<file path="config.mk">
export PLATFORM = sky130hd
export DESIGN_NAME = uart_word_loader_rx
export DESIGN_NICKNAME = d
export VERILOG_FILES = /design/src/rtl/uart_word_loader_rx.sv
export SDC_FILE = /design/constraint.sdc
export NUM_CORES = 1
export LEC_CHECK = 0
export ABC_CLOCK_PERIOD_IN_PS = 5100
export BUFFER_PORTS_ARGS = -buffer_cell sky130_fd_sc_hd__clkbuf_2
export CAP_MARGIN = 20
export CELL_PAD_IN_SITES_DETAIL_PLACEMENT = 0
export CELL_PAD_IN_SITES_GLOBAL_PLACEMENT = 1
export CORE_UTILIZATION = 32
export DETAILED_ROUTE_END_ITERATION = 8
export PLACE_DENSITY_LB_ADDON = 0.1
export SLEW_MARGIN = 15
export SYNTH_ARGS = -nofsm -noshare
export SYNTH_HDL_FRONTEND = slang
export SYNTH_SLANG_ARGS = --single-unit
</file>
<file path="constraint.sdc">
create_clock -name clk_i -period 5.1 [get_ports clk_i]
set_clock_uncertainty 0.1 [all_clocks]
set_input_delay 0.765 -clock clk_i [delete_from_list [all_inputs] [get_ports clk_i]]
set_output_delay 0.765 -clock clk_i [all_outputs]
set_load 0.005 [all_outputs]
</file>
<file path="src/rtl/uart_word_loader_rx.sv">
`default_nettype none
// ============================================================================
//  Module      : uart_word_loader_rx
//  Description : 8N1 UART receiver for the boot-loader instruction stream.
//                Packs four little-endian bytes into a 32-bit word and
//                offers it, with an incrementing word address, on a
//                valid/ready write port feeding the ICCM.
//  Revision    : 1.0 - initial release
// ============================================================================
module uart_word_loader_rx #(
  parameter int CLKS_PER_BIT = 10417,
  parameter int DATA_WIDTH   = 32,
  parameter int ADDR_WIDTH   = 12
) (
  input  logic                  clk_i,
  input  logic                  rst_i,
  input  logic                  en_i,
  input  logic                  rx_i,
  output logic                  word_valid_o,
  input  logic                  word_ready_i,
  output logic [DATA_WIDTH-1:0] word_data_o,
  output logic [ADDR_WIDTH-1:0] word_addr_o,
  output logic                  busy_o,
  output logic                  frame_err_o,
  output logic                  overrun_o
);

  localparam int CNT_W = (CLKS_PER_BIT > 1) ? $clog2(CLKS_PER_BIT) : 1;
  localparam logic [CNT_W-1:0] c_CNT_LAST = CNT_W'(CLKS_PER_BIT - 1);
  localparam logic [CNT_W-1:0] c_CNT_HALF = CNT_W'((CLKS_PER_BIT - 1) / 2);

  typedef enum logic [1:0] {
    S_IDLE  = 2'd0,
    S_START = 2'd1,
    S_DATA  = 2'd2,
    S_STOP  = 2'd3
  } state_t;

  logic                  r_rx_meta;
  logic                  r_rx_sync;
  logic                  w_rxs;

  state_t                r_state;
  state_t                w_state_nxt;
  logic [CNT_W-1:0]      r_cnt;
  logic [CNT_W-1:0]      w_cnt_nxt;
  logic [2:0]            r_bit_idx;
  logic [2:0]            w_bit_nxt;
  logic [7:0]            r_shift;
  logic [7:0]            w_shift_nxt;
  logic                  w_byte_ok;
  logic                  w_frame_err;

  logic [1:0]            r_lane;
  logic [DATA_WIDTH-9:0] r_partial;
  logic                  r_word_valid;
  logic [DATA_WIDTH-1:0] r_word_data;
  logic [ADDR_WIDTH-1:0] r_word_addr;
  logic                  r_frame_err;
  logic                  r_overrun;

  logic                  w_complete;
  logic                  w_xfer;
  logic                  w_load;

  // Two-flop synchronizer; presets to the idle-high line level.
  always_ff @(posedge clk_i) begin
    if (rst_i) begin
      r_rx_meta <= 1'b1;
      r_rx_sync <= 1'b1;
    end else begin
      r_rx_meta <= rx_i;
      r_rx_sync <= r_rx_meta;
    end
  end

  assign w_rxs = r_rx_sync;

  // Receiver state register, bit timer, bit index and shift register.
  always_ff @(posedge clk_i) begin
    if (rst_i) begin
      r_state   <= S_IDLE;
      r_cnt     <= '0;
      r_bit_idx <= '0;
      r_shift   <= '0;
    end else begin
      r_state   <= w_state_nxt;
      r_cnt     <= w_cnt_nxt;
      r_bit_idx <= w_bit_nxt;
      r_shift   <= w_shift_nxt;
    end
  end

  // Next-state logic: mid-bit start check, data sampling and stop check.
  always_comb begin
    w_state_nxt = r_state;
    w_cnt_nxt   = r_cnt + 1'b1;
    w_bit_nxt   = r_bit_idx;
    w_shift_nxt = r_shift;
    w_byte_ok   = 1'b0;
    w_frame_err = 1'b0;
    if (!en_i) begin
      w_state_nxt = S_IDLE;
      w_cnt_nxt   = '0;
    end else begin
      case (r_state)
        S_IDLE: begin
          w_cnt_nxt = '0;
          if (!w_rxs) w_state_nxt = S_START;
        end
        S_START: begin
          if (r_cnt == c_CNT_HALF) begin
            w_cnt_nxt   = '0;
            w_bit_nxt   = '0;
            // A line that has returned high by mid-start-bit was a glitch.
            w_state_nxt = w_rxs ? S_IDLE : S_DATA;
          end
        end
        S_DATA: begin
          if (r_cnt == c_CNT_LAST) begin
            w_cnt_nxt   = '0;
            w_shift_nxt = {w_rxs, r_shift[7:1]};
            w_bit_nxt   = r_bit_idx + 3'd1;
            if (r_bit_idx == 3'd7) w_state_nxt = S_STOP;
          end
        end
        S_STOP: begin
          if (r_cnt == c_CNT_LAST) begin
            w_cnt_nxt   = '0;
            w_state_nxt = S_IDLE;
            if (w_rxs) w_byte_ok   = 1'b1;
            else       w_frame_err = 1'b1;
          end
        end
        default: begin
          w_state_nxt = S_IDLE;
          w_cnt_nxt   = '0;
        end
      endcase
    end
  end

  assign w_complete = w_byte_ok && (r_lane == 2'd3);
  assign w_xfer     = r_word_valid && word_ready_i;
  assign w_load     = w_complete && (!r_word_valid || word_ready_i);

  // Byte-lane packing; a framing error or disable discards the partial word.
  always_ff @(posedge clk_i) begin
    if (rst_i || !en_i || w_frame_err) begin
      r_lane    <= '0;
      r_partial <= '0;
    end else if (w_byte_ok) begin
      r_lane <= r_lane + 2'd1;
      case (r_lane)
        2'd0:    r_partial[7:0]   <= r_shift;
        2'd1:    r_partial[15:8]  <= r_shift;
        2'd2:    r_partial[23:16] <= r_shift;
        default: r_partial        <= '0;
      endcase
    end
  end

  // Output word register, address counter and sticky overrun flag.
  always_ff @(posedge clk_i) begin
    if (rst_i) begin
      r_word_valid <= 1'b0;
      r_word_data  <= '0;
      r_word_addr  <= '0;
      r_overrun    <= 1'b0;
    end else begin
      if (w_xfer) r_word_addr <= r_word_addr + 1'b1;
      if (w_load) begin
        r_word_data  <= {r_shift, r_partial};
        r_word_valid <= 1'b1;
      end else begin
        // A finished word with the previous one still unaccepted is lost.
        if (w_complete) r_overrun    <= 1'b1;
        if (w_xfer)     r_word_valid <= 1'b0;
      end
    end
  end

  // Stop-bit error strobe, registered to a single-cycle pulse.
  always_ff @(posedge clk_i) begin
    if (rst_i) r_frame_err <= 1'b0;
    else       r_frame_err <= w_frame_err;
  end

  assign word_valid_o = r_word_valid;
  assign word_data_o  = r_word_data;
  assign word_addr_o  = r_word_addr;
  assign frame_err_o  = r_frame_err;
  assign overrun_o    = r_overrun;
  assign busy_o       = (r_state != S_IDLE) || (r_lane != 2'd0);

endmodule
`default_nettype wire

</file>
==> flow_metrics.env, run 1 <==
export IMPL_rows=42
export IMPL_critPathSlowestCell="o31ai_4"
export IMPL_numCtsBuffers=9
export IMPL_path_class="reg -> reg"
export IMPL_cp_start_kind="flip-flop"
export IMPL_nNetsFinal=566
export IMPL_die_height_um=120
export IMPL_ys_ff_latch=102
export IMPL_period_share=0.664
export IMPL_cts_resized=0
export IMPL_antenna_left=0
export IMPL_power_density_nw_per_um2=297
export IMPL_tightest_slew_ns=1.05
export IMPL_dp_hpwl_um=7080
export IMPL_leakagePower_nw=1.68
export IMPL_max_freq_mhz=295
export IMPL_die_area_um2=14400
export IMPL_maxCapViolations=0
export IMPL_p_seq_frac=0.526
export IMPL_hold_class="reg -> reg"
export IMPL_cp_arrival_ns=3.47
export IMPL_placed_cells=716
export IMPL_yosysSeqAreaShare=0.458
export IMPL_start_util=0.333
export IMPL_overflow=0
export IMPL_post_drt_wl_per_cell_um=15.0
export IMPL_die_x_um=120
export IMPL_clock_latency_ns=0.35
export IMPL_clkPwrFrac=0.460
export IMPL_fin_setup_tns_ns=0
export IMPL_ys_types=47
export IMPL_cts_hold_buf=0
export IMPL_slew_headroom=0.297
export IMPL_drt_total_wl_um=11000
export IMPL_drt_iter0_markers=157
export IMPL_clock_path_buffers=2
export IMPL_switchingPower_mw=0.304
export IMPL_grt_max_degree=77
export IMPL_antenna_found_initial=0
export IMPL_track_usage=0.162
export IMPL_area_growth_syn_to_layout_pct=14.9
export IMPL_finalSetupViolCount=0
export IMPL_io_pins=53
export IMPL_io_buffers=52
export IMPL_clock_sinks=102
export IMPL_slew_viol_final=0
export IMPL_drcViolationCount=0
export IMPL_ys_warn_count=0
export IMPL_n_antenna_cell=0
export IMPL_fin_crit_ns=3.39
export IMPL_ir_worst_vdd_uv=163
export IMPL_p_comb_frac=0.014
export IMPL_post_cts_buffers=0
export IMPL_internal_power_mw=1.21
export IMPL_core_area_um2=13400
export IMPL_sw_frac_of_total=0.200
export IMPL_syn_nets=541
export IMPL_cts_root_buf="clkbuf_16"
export IMPL_grt_pass1_wl_um=18400
export IMPL_netlist_area_um2=4460
export IMPL_gp_congestion=0.791
export IMPL_status="finished clean"
export IMPL_hold_violations=0
export IMPL_synth_area_per_cell_um2=8.46
export IMPL_drive_gt1_frac=0.148
export IMPL_num_vias=3874
export IMPL_cts_tree="done"
export IMPL_finalNonFillerCells=730
export IMPL_h_tree_depth=3
export IMPL_crit_required_ns=5.18
export IMPL_max_stage_delay_ns=0.99
export IMPL_rsz0062_at_grt="false"
export IMPL_crit_path_cell_trace="inv_1 -> ha_1 -> or4b_1 -> or4_4 -> o31ai_4 -> a21oi_1"
export IMPL_routed_via_density=5.31
export IMPL_cp_end_kind="flip-flop"
export IMPL_clk_pin_slew_ns=0.07
export IMPL_grt_pass1_vias=3644
export IMPL_drt_pass1_iterations=4
export IMPL_synth_cells=527
export IMPL_cp_max_fo=76
-- cells in the mapped netlist (all sizes together) --
library cell / n / area share
nand3: 23 / 0.026
or4b: 3 / 0.0067
a41oi: 1 / 0.0020
o32ai: 1 / 0.0020
nor2: 25 / 0.021
or3b: 1 / 0.0020
o41ai: 1 / 0.0020
xnor2: 8 / 0.016
or4bb: 1 / 0.0025
nand4: 53 / 0.074
nand2: 29 / 0.024
nand2b: 5 / 0.0070
a32oi: 1 / 0.0020
nor2b: 5 / 0.0070
or3: 10 / 0.014
ha: 9 / 0.025
o22a: 1 / 0.0020
nor4: 5 / 0.0098
a31oi: 1 / 0.0014
inv: 8 / 0.0067
o21ai: 71 / 0.080
and4b: 1 / 0.0022
buf: 8 / 0.012
o2bb2ai: 1 / 0.0020
nor3: 4 / 0.0045
a21oi: 73 / 0.082
nor4bb: 3 / 0.0067
and3: 2 / 0.0028
clkbuf: 36 / 0.030
and4: 2 / 0.0039
nand3b: 2 / 0.0034
nor3b: 1 / 0.0017
and2: 6 / 0.0084
xor2: 10 / 0.020
o31ai: 3 / 0.0081
dfxtp: 102 / 0.46
or4: 5 / 0.0093
mux2i: 3 / 0.0067
or2: 3 / 0.0042
-- final timing paths --
path | from | endpoint | slack [ns] | cells after the start
worst min-delay path | r_rx_meta | r_rx_sync | 0.31 | 1
worst max register to register | r_cnt[0] | r_partial[13] | 1.71 | 6
worst min register to register | r_rx_meta | r_rx_sync | 0.31 | 1
worst max-delay path | r_cnt[0] | r_partial[13] | 1.71 | 6
-- power by group through the flow --
| stage | registers [mW] | logic (mW) | clock network (mW) |
|---|---|---|---|
| 6_report | 0.799 | 0.0208 | 0.699 |
| 2_1_floorplan | 0.816 | 0.0154 | 0 |
| 3_3_place_gp | 0.817 | 0.0210 | 0 |
| 3_5_place_dp | 0.817 | 0.0213 | 0 |
| 5_1_grt | 0.798 | 0.0231 | 0.748 |
| 4_1_cts | 0.798 | 0.0213 | 0.725 |
-- sequential cells by signal, indices dropped and copies added, names as in the netlist, named ones only --
register      cells
word_data_o      32
r_partial        24
r_cnt            14
word_addr_o      12
r_shift           8
r_bit_idx         3
r_lane            2
frame_err_o       1
overrun_o         1
r_rx_meta         1
r_rx_sync         1
r_state           1
word_valid_o      1
-- layout by cell type (no fill, tap or decap), drive strengths merged, types with 2 or more instances in the layout --
cell type,instances
buf,6
nor3,4
nand2b,5
nand2,29
and3,2
nand3,23
nor4bb,3
mux2i,3
or3,10
xnor2,8
nor4,5
or2,3
ha,9
nor2b,5
o31ai,3
or4b,3
and4,2
nand3b,2
nor2,25
dfxtp,102
clkbuf,64
xor2,10
o21ai,71
or4,5
nand4,53
a21oi,73
and2,6
inv,8
-- cells by family after synthesis --
family / count (synthesis) / share of synthesized area
AO/OA/AOI/OAI: 154 / 0.183
XOR/XNOR: 18 / 0.0354
adder cells (fa/ha/maj): 9 / 0.0253
buffers and inverters: 52 / 0.0494
flip-flops: 102 / 0.458
multiplexers: 3 / 0.00674
AND/OR/NAND/NOR: 189 / 0.242
-- layout make-up --
cell class	count	area, um2
Tap cell	176	220
Clock inverter	1	30.0
Inverter	8	30.0
Fill cell	1409	8280
Sequential cell	102	2040
Multi-Input combinational cell	373	2220
Timing Repair Buffer	58	313
Clock buffer	12	267
-- through the flow --
stage                     setup WS (ns)   util  power (mW)  hold WS, ns  area (um2)
final                              1.71  0.382        1.52        0.313        5120
after global routing               1.49  0.382        1.57        0.328        5120
after CTS                          1.66  0.381        1.54        0.319        5100
after detailed placement           1.67  0.359       0.838        0.305        4810
after global placement             1.74  0.358       0.838        0.294        4800
after floorplan                    2.59      -       0.831        0.289        4460
-- worst max-delay path: cells and delay by family (launching register included) --
family | cells | cell delay [ns]
AOI/OAI and AO/OA | 2 | 1.09
and+or+nand+nor | 2 | 1.48
adders and majority gates | 1 | 0.13
buffers and inverters | 1 | 0.06
DFF | 1 | 0.33
-- metal layers --
metal	GRT usage	vias up	share of wire
li1	-	1971	-
met1	0.204	1831	0.48
met2	0.264	59	0.47
met3	0.0456	13	0.036
met4	0.0523	0	0.015
met5	0	-	0
(Power assumes the default switching activity.)
==> run 2: changes to the inputs <==
--- a/config.mk
+++ b/config.mk
@@ -5,7 +5,7 @@
 export SDC_FILE = /design/constraint.sdc
 export NUM_CORES = 1
 export LEC_CHECK = 0
-export ABC_CLOCK_PERIOD_IN_PS = 5100
+export ABC_CLOCK_PERIOD_IN_PS = 3100
 export BUFFER_PORTS_ARGS = -buffer_cell sky130_fd_sc_hd__clkbuf_2
 export CAP_MARGIN = 20
 export CELL_PAD_IN_SITES_DETAIL_PLACEMENT = 0
==> constraint.sdc (replaced) <==
create_clock -name clk_i -period 3.1 [get_ports clk_i]
set_clock_uncertainty 0.1 [all_clocks]
set_input_delay 0.465 -clock clk_i [delete_from_list [all_inputs] [get_ports clk_i]]
set_output_delay 0.465 -clock clk_i [all_outputs]
set_load 0.005 [all_outputs]
==> run 2 against run 1 <==
  * Final cell count grew 0.82%
  * Worst setup slack lost 1.2 ns
  * Maximum frequency grew 29%
  * Non-clock buffer count grew 5
  * Hold slack lost 0.11 ns
  * Critical path depth grew 1
==> flow_metrics.env, run 2 (synthesis results as in run 1) <==
export IMPL_status="finished clean"
export IMPL_cts_root_buf="clkbuf_16"
export IMPL_place_area_um2=4850
export IMPL_post_cts_buffers=0
export IMPL_fin_setup_tns_ns=0
export IMPL_antenna_found_initial=0
export IMPL_dp_hpwl_um=7130
export IMPL_ir_worst_vdd_uv=306
export IMPL_path_class="reg -> reg"
export IMPL_numCtsBuffers=9
export IMPL_start_util=0.333
export IMPL_use_met3=0.0433
export IMPL_hold_depth=2
export IMPL_core_area_um2=13400
export IMPL_slew_headroom=0.578
export IMPL_drt_total_wl_um=11000
export IMPL_track_usage=0.158
export IMPL_cts_resized=0
export IMPL_min_from="rx_i"
export IMPL_rr_worst_depth=7
export IMPL_antenna_left=0
export IMPL_drcViolationCount=0
export IMPL_globalRouteMet2Util=0.262
export IMPL_nNetsFinal=571
export IMPL_leakagePower_nw=1.68
export IMPL_io_pins=53
export IMPL_layout_common_cells="102 x dfxtp_1, 73 x a21oi_1, 71 x o21ai_0"
export IMPL_n_antenna_cell=0
export IMPL_die_height_um=120
export IMPL_slew_viol_final=0
export IMPL_period_share=0.846
export IMPL_clock_sinks=102
export IMPL_drt_pass1_iterations=4
export IMPL_die_area_um2=14400
export IMPL_cts_hold_buf=0
export IMPL_crit_required_ns=3.22
export IMPL_final_core_util=0.381
export IMPL_rsz0062_at_grt="false"
export IMPL_max_freq_mhz=381
export IMPL_regToRegEndpoint="r_partial[17]"
export IMPL_final_cell_area_um2=5110
export IMPL_cp_end_kind="flip-flop"
export IMPL_die_x_um=120
export IMPL_grt_pass1_vias=3683
export IMPL_regToRegStartpoint="r_cnt[0]"
export IMPL_finalSetupViolCount=0
export IMPL_use_met1=0.198
export IMPL_io_buffers=52
export IMPL_overflow=0
export IMPL_maxCapViolations=0
export IMPL_cp_start_kind="flip-flop"
export IMPL_cp_arrival_ns=2.75
export IMPL_hold_class="in -> reg"
export IMPL_top_usage_layer="met2"
export IMPL_h_tree_depth=3
export IMPL_grt_max_degree=64
export IMPL_cp_max_fo=38
export IMPL_gp_congestion=0.784
export IMPL_tightest_slew_ns=0.634
export IMPL_area_growth_syn_to_layout_pct=14.6
export IMPL_post_drt_wl_per_cell_um=14.9
export IMPL_drt_iter0_markers=165
export IMPL_num_vias=3850
export IMPL_rows=42
export IMPL_clock_latency_ns=0.35
export IMPL_drive_gt1_frac=0.154
export IMPL_routed_via_density=5.23
export IMPL_layout_commonest_cell="dfxtp_1"
export IMPL_rrSetupSlack_ns=0.48
export IMPL_clock_path_buffers=2
export IMPL_cts_tree="done"
export IMPL_grt_pass1_wl_um=18000
export IMPL_clk_pin_slew_ns=0.06
export IMPL_hold_path_endpoint="r_rx_meta"
export IMPL_timing_hold_ws_ns=0.201
export IMPL_power_total_mw=2.37
export IMPL_hold_violations=0
export IMPL_largest_reg_flops=32
export IMPL_power_density_nw_per_um2=464
export IMPL_fin_crit_ns=2.62
-- run 2: cell types whose count changed in the layout (fill, tap and decap cells not counted) --
cell | previous run | this run
clkbuf_8 | 3 | 1
buf_8 | 1 | 0
bufinv_16 | 1 | 0
buf_4 | 5 | 11
clkinv_2 | 0 | 2
clkbuf_1 | 0 | 2
-- run 2: critical path, stage by stage (launching register included) --
cell and delay [ns]:
dfxtp_1 0.33, inv_1 0.06, ha_1 0.14, or4b_1 0.46, or4_4 0.73, o31ai_4 0.27, buf_4 0.32, a21oi_1 0.08
-- run 2: layout make-up --
class	instances	area, um2
Sequential cell	102	2040
Timing Repair Buffer	63	343
Inverter	8	30.0
Clock buffer	12	246
Fill cell	1395	8290
Multi-Input combinational cell	373	2220
Tap cell	176	220
Clock inverter	2	10.0
-- run 2: metal layers --
metal	wire length, um	up-vias
li1	-	1985
met2	5180	56
met5	0	-
met3	364	9
met4	127	0
met1	5300	1800
-- run 2: metrics by stage --
stage	std cells	setup slack [ns]
after global routing	736	0.328
after global placement	722	0.509
after CTS	736	0.466
after detailed placement	722	0.481
final	736	0.478
after floorplan	527	0.586
-- run 2: worst max-delay path by stage --
stage          startpoint            end  cells after the start
2_1_floorplan    r_cnt[0]      r_lane[0]                      9
3_3_place_gp     r_cnt[0]  r_partial[20]                      7
3_5_place_dp     r_cnt[0]  r_partial[10]                      7
4_1_cts          r_cnt[0]  r_partial[17]                      7
5_1_grt          r_cnt[0]     r_shift[5]                      7
6_report         r_cnt[0]  r_partial[17]                      7
-- run 2: report_power, final --
group          switching [mW]  internal (mW)  total [mW]
clock                   0.465          0.555        1.02
combinational          0.0266        0.00898      0.0355
sequential            0.00213           1.31        1.31
total                   0.494           1.88        2.37
==> run 3: changes to the inputs <==
--- a/config.mk
+++ b/config.mk
@@ -5,7 +5,7 @@
 export SDC_FILE = /design/constraint.sdc
 export NUM_CORES = 1
 export LEC_CHECK = 0
-export ABC_CLOCK_PERIOD_IN_PS = 3100
+export ABC_CLOCK_PERIOD_IN_PS = 2500
 export BUFFER_PORTS_ARGS = -buffer_cell sky130_fd_sc_hd__clkbuf_2
 export CAP_MARGIN = 20
 export CELL_PAD_IN_SITES_DETAIL_PLACEMENT = 0
==> constraint.sdc (replaced) <==
create_clock -name clk_i -period 2.5 [get_ports clk_i]
set_clock_uncertainty 0.1 [all_clocks]
set_input_delay 0.375 -clock clk_i [delete_from_list [all_inputs] [get_ports clk_i]]
set_output_delay 0.375 -clock clk_i [all_outputs]
set_load 0.005 [all_outputs]
==> run 3 against run 2 <==
  * Utilization is 1.6 points higher
  * Power is 34% higher
  * Cell area is 4.2% higher
  * Maximum frequency is 11% higher
  * Non-clock buffer count is 15 higher
  * Global-route usage is 0.70 points higher
  * Sequential share of layout area is 1.6 points lower
  * Clock power is 46% higher
  * Flip-flop and latch count stayed put
  * Hold slack worse by 0.095 ns
  * Final cell count is 2.3% higher
  * Critical path type unchanged
  * Largest power group unchanged
==> flow_metrics.env, run 3 (synthesis results as in run 1) <==
export IMPL_drcViolationCount=0
export IMPL_fill_cells=1401
export IMPL_status="finished clean"
export IMPL_routed_via_density=5.19
export IMPL_largest_reg_flops=32
export IMPL_final_core_util=0.397
export IMPL_period_share=0.942
export IMPL_drt_total_wl_um=11400
export IMPL_ir_worst_vdd_uv=405
export IMPL_cp_end_kind="flip-flop"
export IMPL_die_x_um=120
export IMPL_fin_crit_ns=2.35
export IMPL_slew_viol_final=0
export IMPL_layout_common_cells="102 x dfxtp_1, 73 x a21oi_1, 71 x o21ai_0"
export IMPL_cts_tree="done"
export IMPL_crit_required_ns=2.62
export IMPL_io_pins=53
export IMPL_cp_start_kind="flip-flop"
export IMPL_clk_pin_slew_ns=0.07
export IMPL_fin_setup_tns_ns=0
export IMPL_start_util=0.333
export IMPL_slew_headroom=0.570
export IMPL_clock_path_buffers=2
export IMPL_grt_max_degree=64
export IMPL_rrSetupSlack_ns=0.15
export IMPL_nNetsFinal=586
export IMPL_clock_sinks=102
export IMPL_numCtsBuffers=9
export IMPL_wl_met2_um=5390
export IMPL_cts_hold_buf=0
export IMPL_max_freq_mhz=425
export IMPL_io_buffers=52
export IMPL_cts_root_buf="clkbuf_16"
export IMPL_area_growth_syn_to_layout_pct=19.5
export IMPL_grt_pass1_vias=3757
export IMPL_layout_commonest_cell="dfxtp_1"
export IMPL_hold_class="in -> reg"
export IMPL_die_height_um=120
export IMPL_drive_gt1_frac=0.182
export IMPL_routed_top_layer="met4"
export IMPL_n_antenna_cell=0
export IMPL_rows=42
export IMPL_antenna_found_initial=0
export IMPL_clock_latency_ns=0.35
export IMPL_antenna_left=0
export IMPL_crit_path_cell_trace="inv_1 -> ha_1 -> or4b_1 -> buf_4 -> nor4_1 -> buf_4 -> a32oi_1 -> mux2i_1"
export IMPL_tightest_slew_ns=0.645
export IMPL_post_drt_wl_per_cell_um=15.1
export IMPL_track_usage=0.165
export IMPL_critPathSlowestCell="or4b_1"
export IMPL_grt_pass1_wl_um=18900
export IMPL_core_area_um2=13400
export IMPL_overflow=0
export IMPL_wl_met1_um=5450
export IMPL_hold_violations=0
export IMPL_cp_arrival_ns=2.47
export IMPL_num_vias=3910
export IMPL_drt_pass1_iterations=4
export IMPL_drt_iter0_markers=168
export IMPL_finalSetupViolCount=0
export IMPL_max_stage_delay_ns=0.45
export IMPL_die_area_um2=14400
export IMPL_dr_wl_met3_um=416
export IMPL_dp_hpwl_um=7450
export IMPL_leakagePower_nw=1.80
export IMPL_path_class="reg -> reg"
export IMPL_h_tree_depth=3
export IMPL_rsz0062_at_grt="false"
export IMPL_maxCapViolations=0
export IMPL_cp_common_cell="buf_4"
export IMPL_power_density_nw_per_um2=595
export IMPL_cp_max_fo=4
export IMPL_gp_congestion=0.806
## run 3: final cells by class
class,count,area [um2],area share
Sequential cell,102,2040,0.384
Tap cell,176,220,0.0414
Clock inverter,4,51.3,0.00964
Multi-Input combinational cell,373,2220,0.416
Inverter,8,30.0,0.00564
Clock buffer,12,267,0.0501
Timing Repair Buffer,78,497,0.0933
## run 3: power breakdown
group | internal, mW | switching [mW] | leakage (nW) | total, mW
logic | 0.0166 | 0.0361 | 0.823 | 0.0527
clock network | 0.861 | 0.629 | 0.155 | 1.49
registers | 1.63 | 0.00122 | 0.822 | 1.63
total | 2.50 | 0.666 | 1.80 | 3.17
## run 3: final timing paths
check / startpoint / to / cells past startpoint
setup / recovery: r_cnt[0] / r_bit_idx[1] / 8
hold / removal: rx_i / r_rx_meta / 2
setup reg to reg: r_cnt[0] / r_bit_idx[1] / 8
hold reg to reg: r_rx_meta / r_rx_sync / 1
## run 3: through the flow
step	area [um2]	hold WS (ns)	total power, mW	cells	setup WS [ns]
after floorplan	4460	0.289	1.70	527	0.0132
after global placement	5000	0.296	1.72	737	0.0948
after detailed placement	5000	0.296	1.72	737	0.0730
after CTS	5320	0.0872	3.22	753	0.0671
after global routing	5320	0.108	3.28	753	0.0247
final	5320	0.106	3.17	753	0.145
## run 3: worst max-delay path: cells and delay by family, from the launching register on
kind            cells  cell delay (ns)
buf+inv             3             0.44
flops               1             0.33
compound gates      1             0.18
simple gates        2             0.87
mux                 1             0.17
fa+ha+maj           1             0.12
## run 3: what timing repair did
item | 4_1_cts | 5_1_grt
setup buffers | 0 | 0
gates resized for setup | 0 | 1
setup endpoints to repair | 0 | 34
## run 3: routing by layer
metal	global-route usage	vias up
met5	0	-
met4	0.0602	0
met3	0.0371	9
met2	0.267	58
met1	0.214	1836
li1	-	2007
